$ cat src/rtl/sprdma_pkg.sv
// Shared NES bus constants and the sprdma state encoding.
package sprdma_pkg;

  localparam logic [15:0] NES_DMA_REG_ADDR  = 16'h4014;
  localparam logic [15:0] NES_OAM_DATA_ADDR = 16'h2004;

  typedef enum logic [2:0] {
    ST_IDLE  = 3'd0,
    ST_HALT  = 3'd1,
    ST_ALIGN = 3'd2,
    ST_READ  = 3'd3,
    ST_WRITE = 3'd4,
    ST_DONE  = 3'd5
  } sprdma_state_e;

endpackage

$ cat src/rtl/sprdma.sv
// Sprite (OAM) DMA: halts the CPU on a write to DMA_REG_ADDR and copies one page to OAMDATA.
// Optional macro SPRDMA_ODD_ALIGN_EN inserts an ALIGN cycle when HALT ends on odd cycle parity.
module sprdma
  import sprdma_pkg::*;
#(
  parameter logic [15:0] DMA_REG_ADDR  = NES_DMA_REG_ADDR,
  parameter logic [15:0] OAM_DATA_ADDR = NES_OAM_DATA_ADDR,
  parameter int unsigned HALT_CYCLES   = 1
) (
  input  logic        clk,
  input  logic        nres,
  input  logic [15:0] cpu_a,
  input  logic        cpu_r_nw,
  input  logic [7:0]  cpu_dout,
  input  logic        dbg_ready,
  input  logic [7:0]  cpumc_dout,
  output logic        cpu_ready,
  output logic        bus_req,
  output logic [15:0] a,
  output logic        r_nw,
  output logic [7:0]  dout,
  output logic        active
);

  localparam logic [1:0] HALT_LAST = 2'(HALT_CYCLES - 1);

  sprdma_state_e state_q, state_d;
  logic [7:0]    cnt_q, cnt_d;
  logic [7:0]    page_q, page_d;
  logic [1:0]    halt_cnt_q, halt_cnt_d;
  logic          paused;

`ifdef SPRDMA_ODD_ALIGN_EN
  logic parity_q, parity_d;

  assign parity_d = ~parity_q;

  always_ff @(posedge clk or negedge nres) begin
    if (!nres) parity_q <= 1'b0;
    else       parity_q <= parity_d;
  end
`endif

  always_ff @(posedge clk or negedge nres) begin
    if (!nres) begin
      state_q    <= ST_IDLE;
      cnt_q      <= '0;
      page_q     <= '0;
      halt_cnt_q <= '0;
    end else begin
      state_q    <= state_d;
      cnt_q      <= cnt_d;
      page_q     <= page_d;
      halt_cnt_q <= halt_cnt_d;
    end
  end

  assign paused = (state_q != ST_IDLE) && !dbg_ready;

  always_comb begin
    state_d    = state_q;
    cnt_d      = cnt_q;
    page_d     = page_q;
    halt_cnt_d = halt_cnt_q;
    cpu_ready  = (state_q == ST_IDLE);
    active     = (state_q != ST_IDLE);
    bus_req    = 1'b0;
    a          = '0;
    r_nw       = 1'b1;
    dout       = '0;

    case (state_q)
      ST_IDLE: begin
        if (dbg_ready && (cpu_a == DMA_REG_ADDR) && !cpu_r_nw) begin
          page_d     = cpu_dout;
          cnt_d      = '0;
          halt_cnt_d = '0;
          state_d    = ST_HALT;
        end
      end
      ST_HALT: begin
        if (!paused) begin
          if (halt_cnt_q == HALT_LAST) begin
            halt_cnt_d = '0;
`ifdef SPRDMA_ODD_ALIGN_EN
            state_d    = parity_q ? ST_ALIGN : ST_READ;
`else
            state_d    = ST_READ;
`endif
          end else begin
            halt_cnt_d = halt_cnt_q + 2'd1;
          end
        end
      end
`ifdef SPRDMA_ODD_ALIGN_EN
      ST_ALIGN: begin
        if (!paused) state_d = ST_READ;
      end
`endif
      ST_READ: begin
        if (!paused) begin
          bus_req = 1'b1;
          a       = {page_q, cnt_q};
          state_d = ST_WRITE;
        end
      end
      ST_WRITE: begin
        // A pause here invalidates the read data, so the byte is re-read on resume.
        if (paused) begin
          state_d = ST_READ;
        end else begin
          bus_req = 1'b1;
          a       = OAM_DATA_ADDR;
          r_nw    = 1'b0;
          dout    = cpumc_dout;
          cnt_d   = cnt_q + 8'd1;
          state_d = (cnt_q == 8'hFF) ? ST_DONE : ST_READ;
        end
      end
      ST_DONE: begin
        if (!paused) state_d = ST_IDLE;
      end
      default: state_d = ST_IDLE;
    endcase
  end

endmodule

$ cat config.mk
export PLATFORM = sky130hd
export DESIGN_NAME = sprdma
export DESIGN_NICKNAME = d
export VERILOG_FILES = /design/src/rtl/sprdma_pkg.sv /design/src/rtl/sprdma.sv
export SDC_FILE = /design/constraint.sdc
export NUM_CORES = 1
export LEC_CHECK = 0
export ABC_AREA = 1
export BUFFER_PORTS_ARGS = -buffer_cell sky130_fd_sc_hd__buf_2
export CAP_MARGIN = 10
export CORE_ASPECT_RATIO = 2
export CORE_UTILIZATION = 40
export DETAILED_ROUTE_END_ITERATION = 16
export GPL_TIMING_DRIVEN = 0
export PLACE_DENSITY = 0.69
export RECOVER_POWER = 50
export REMOVE_ABC_BUFFERS = 1
export SKIP_LAST_GASP = 1
export SYNTH_ARGS = -nofsm -noshare
export SYNTH_HDL_FRONTEND = slang
export SYNTH_SLANG_ARGS = --single-unit
$ cat constraint.sdc
create_clock -name clk -period 2.4 [get_ports clk]
set_clock_uncertainty 0.1 [all_clocks]
set_input_delay 0.48 -clock clk [delete_from_list [all_inputs] [get_ports clk]]
set_output_delay 0.48 -clock clk [all_outputs]
set_load 0.01 [all_outputs]
# ---- After elaboration in Yosys (flattened, before gate mapping)
# Cells that the tools add are included.
dict set report totals {
  regBits 21
  inputBits 36
  output_inout_bits 28
  wordCells 57
}
dict set report classes {
  addsub 2
  eq_ne 12
  mux 24
  n_reduce_logical 15
}
# operator n
set op_table {}
lappend op_table {{$mux 8} 4}
lappend op_table {{$pmux 16 s2} 1}
lappend op_table {{$mux 3} 7}
lappend op_table {{$eq 16x15->1 const B} 1}
lappend op_table {{$mux 16} 1}
lappend op_table {{$pmux 8 s2} 1}
lappend op_table {{$pmux 3 s5} 1}
lappend op_table {{$mux 14} 1}
lappend op_table {{$ne 2x2->1 const B} 5}
lappend op_table {{$add 8x1->8 const B} 1}
lappend op_table {{$eq 8x8->1 const B} 1}
lappend op_table {{$eq 3x3->1 const B} 2}
lappend op_table {{$mux 2} 3}
lappend op_table {{$reduce_and 3->1} 2}
lappend op_table {{$reduce_and 5->1} 1}
lappend op_table {{$mux 1} 4}
lappend op_table {{$pmux 2 s2} 1}
lappend op_table {{$reduce_bool 2->1} 2}
lappend op_table {{$eq 3x1->1 const B} 1}
lappend op_table {{$eq 3x2->1 const B} 1}
lappend op_table {{$logic_and 1x1->1} 3}
lappend op_table {{$logic_not 3->1} 1}
lappend op_table {{$reduce_bool 3->1} 1}
lappend op_table {{$add 2x1->2 const B} 1}
lappend op_table {{5 further kinds} 6}

# ---- Depth between registers and ports, before layout
dict set report depth {
  word_depth 5
  mapped_depth 10
  depth_no_buf 10
}

# ---- Worst setup path before layout
# No wires, ideal clock.
dict set report synth_timing {
  path_type {register to output}
  from {register state_q[1]}
  to {output a[10]}
  t_arrival_ps 1229
  required_time_ps 1820
  path_slack_ps 591
  path_stages_with_launch 7
  n_path_buf 1
  cell_sequence {dfrtp_1 nor2_4 nand2_2 nand2_1 inv_2 buf_2 nor2_1}
}
dict set report synth_via {
  elab_chain_len 4
  word_cells_on_any_way 6
  classes_between {eq/ne (2); mux (2); reduce/logical (2)}
}
# element line
set synth_rtl {}
lappend synth_rtl {{from (decl)} sprdma.sv:27} ;# sprdma_state_e state_q, state_d;
lappend synth_rtl {{from (signal assigned)} sprdma.sv:51} ;# state_q <= state_d;
lappend synth_rtl {{$reduce_bool 3->1} n/a}
lappend synth_rtl {{net active} sprdma.sv:22} ;# output logic active
lappend synth_rtl {{$logic_and 1x1->1} sprdma.sv:58} ;# assign paused = (state_q != ST_IDLE) && !dbg_ready;
lappend synth_rtl {{$mux 16} sprdma.sv:101} ;# if (!paused) begin
lappend synth_rtl {{$pmux 16 s2} sprdma.sv:72} ;# case (state_q)
lappend synth_rtl {{to (decl)} sprdma.sv:19} ;# output logic [15:0] a,
# The timed path passes the listed nets, and every way through them passes these cells.

# ---- Final worst setup path
dict set report layout_timing {
  from {register state_q[0]}
  to {output a[1]}
}
dict set report layout_via {
  elab_chain_len 4
  word_cells_on_any_way 6
  classes_between {eq/ne (2); mux (2); reduce/logical (2)}
}
# element line
set layout_rtl {}
lappend layout_rtl {{$reduce_bool 3->1} sprdma.sv:58}
lappend layout_rtl {{$logic_and 1x1->1} sprdma.sv:58}
lappend layout_rtl {{$mux 16} sprdma.sv:101}
lappend layout_rtl {{$pmux 16 s2 (*)} sprdma.sv:72}
# Mark *: on every way between the ends. The rest lies on a longest branch, timed or not.

==> summary.txt <==
CTS
  • Sink Count: 21
  • Post-CTS setup buffers: 0
  • CTS Buffer Depth: 2
  • CTS buffer count: 3
  • Clock Tree Root: clkbuf_8
  • Worst-Skew Late Latency: 0.27 ns
  • H-tree levels: 1
  • Clock-pin slew on the worst setup and hold paths: roughly 0.08 ns
  • CTS tree: built

Place
  • Hpwl dp: around 2.7 mm
  • PortBufs: 63
  • Gp weighted congestion: 0.827
  • Placed Cells incl. Taps: between 300 and 400
  • Setup WS pre-CTS: ~0.18 ns

Die
  • Core footprint: approximately 0.0036 mm2
  • I/O Pins: 64
  • Die area: just under 0.004 mm2
  • Initial core utilization: between 40% and 50%
  • Chip Height: 88.1 um
  • Site row count: 31
  • Chip Width: between 40 and 50 um

Timing
  • Max-slew violations: 0
  • Max_slew headroom: between 20% and 30%
  • Fin crit period: 2.22 ns
  • Final period util: a little over 90%
  • Setup_tns: 0 ns
  • Worst slew pin tran: 1.16 ns
  • Hold Vio Cnt, Final: 0
  • Setup violators final: 0
  • Max Fclk: between 400 and 500 MHz
  • RSZ-0062 raised after global routing: no
  • Final worst setup slack: approximately 0.18 ns

Yosys
  • Avg Synthesized Cell Area: around 6.7 um2
  • Mux contribution to synthesized area: 0%
  • Seq/Total Area, Yosys: about 35%
  • Post-Syn Area: around 0.0015 mm2
  • Cells after synthesis: 221
  • Synth Area in XOR/XNOR: under 10%
  • Adder-cell share of the synthesized area: around 2.5%
  • Main combinational cell family by area after synthesis: simple AND/OR/NAND/NOR gates
  • Syn. warnings: 0
  • Post-Synth Simple-Gate Area: 49.2%
  • Yosys reg bits: 21
  • Synth cell types: 27
  • Compound-Gate Fraction of Synth Area: 1.52%

Hold path
  • HP Class: in -> async

Setup path
  • Crit-path leading delay family: flip-flops
  • CP Capture Type: output pin
  • Type of origin of the critical path: flop
  • Slowest CP cell: dfrtp_1
  • CP Cell Sequence: nand3_2 -> inv_2 -> nand2_1 -> nor2_1 -> buf_2
  • WP data required: about 1.8 ns
  • CP max stage delay: between 0.5 and 0.6 ns
  • WP buf/inv: 2
  • WP data arrival: around 1.6 ns
  • Worst setup path category: reg -> out
  • Crit path max fanout: 11

GRT
  • Largest net degree at the start of global routing: 22
  • Vias in the first global route: 1471
  • Tot GR Track Use: approximately a fifth
  • Global-route wire length before repair: roughly 6 mm
  • Initial antenna violation count: 0
  • Total congestion overflow: 0

Routing
  • Drt first pass iters: 6
  • DRT iter0 DRCs: 30
  • Vias/cell: about 4.6
  • Post-DR wirelength/cell: 10.8 um
  • Total Wirelength: about 3.6 mm
  • DR vias: 1529
  • Remaining antenna violation count: 0
  • DR DRC count: 0

Cells and area
  • Multi-input logic area: between 800 and 900 um2
  • # fillers: ~390
  • Register Area: approximately 530 um2
  • Most common cell after layout, fill and taps aside: nand2_1
  • Layout cell share with drive strength beyond 1: between 20 and 30%
  • Layout net count: 322
  • Antenna diode count: 0
  • Cell Count, Final, Fillers Out: ~330
  • Area Overhead vs Synth: 24.5%
  • Most frequent cells in the layout: nand2_1 (78), buf_2 (61), nor2_1 (40)

Run status
  • Status: completed

Power and ir drop
  • Max VDD drop: 0.000355 V
  • PwrDens: 620 mW/mm2
  • Leak pwr: roughly 1.1 nW

Flow run
  • Max Cap Viol: 0
## layout make-up
cell class	count	share of cell area, %
multi-input cells	170	43.6
flip-flops and latches	21	28.5
repair buffers	63	17.0
inverters	24	5.16
well taps	49	3.32
clock buffers	3	2.24
clock inverters	1	0.271
## stage by stage
stage          instance area (um2)  power (W)  hold slack (ns)  utilization (%)
2_1_floorplan                 1430   0.000764           0.0844                -
3_3_place_gp                  1800   0.000915            0.356             50.6
3_5_place_dp                  1800   0.000923            0.361             50.6
4_1_cts                       1850    0.00116           0.0832             51.9
5_1_grt                       1840    0.00123            0.341             51.7
6_report                      1840    0.00114            0.319             51.7
## synthesized netlist by cell type (all sizes together)
cell / count / area [um2]
nand2: 81 / 317
nor2: 42 / 181
inv: 24 / 95.1
nand3: 24 / 125
dfrtp: 21 / 526
nor3: 7 / 46.3
buf: 5 / 40.0
nand4: 5 / 46.3
ha: 3 / 37.5
o21ai: 2 / 10.0
xor2: 2 / 17.5
a21oi: 1 / 5.00
and2: 1 / 6.26
clkbuf: 1 / 13.8
nor3b: 1 / 7.51
o21a: 1 / 7.51
## metal layers
metal  vias to the layer above  GRT usage, %  wire (um)  share of wire (%)
li1                        805             -          -                  -
met1                       671          20.1       1420                 39
met2                        46          37.8       1950                 54
met3                         7          1.86        120                3.3
met4                         0          9.37        105                2.9
met5                         -             0          0                  0
## worst paths after layout
check,start,endpoint,slack [ns],depth (start not counted)
setup / recovery,state_q[0],a[1],0.18,5
hold / removal,nres,page_q[2],0.32,1
setup reg to reg,state_q[1],cnt_q[6],0.35,7
hold reg to reg,halt_cnt_q[0],halt_cnt_q[0],0.38,2
max in group asynchronous,nres,cnt_q[3],1.18,1
min in group clk,cpu_dout[1],page_q[1],0.33,3
## power breakdown
group	switching [W]	leakage, nW	total, W	internal, W
registers	0.0000589	0.288	0.000444	0.000385
logic	0.000321	0.773	0.000462	0.000140
clock network	0.000122	0.0255	0.000237	0.000116
total	0.000502	1.09	0.00114	0.000641
## state kept, by name, summed over array words and instances, names as in the netlist
register / count
cnt_q: 8
halt_cnt_q: 2
page_q: 8
state_q: 3
## kinds of logic (layout without fill, tap and decap cells)
| group | count (synthesis) | count (layout) |
|---|---|---|
| and+or+nand+nor | 161 | 161 |
| AOI/OAI and AO/OA | 4 | 4 |
| buffers and inverters | 30 | 91 |
| DFF | 21 | 21 |
| xor gates and xnor gates | 2 | 2 |
| adders and majority gates | 3 | 3 |
## timing repair
item / in CTS / in global routing
setup endpoints to repair: 8 / 3
hold buffers: 0 / 0
gates resized for setup: 1 / 1
No activity file was read; power rests on OpenSTA's default activity.
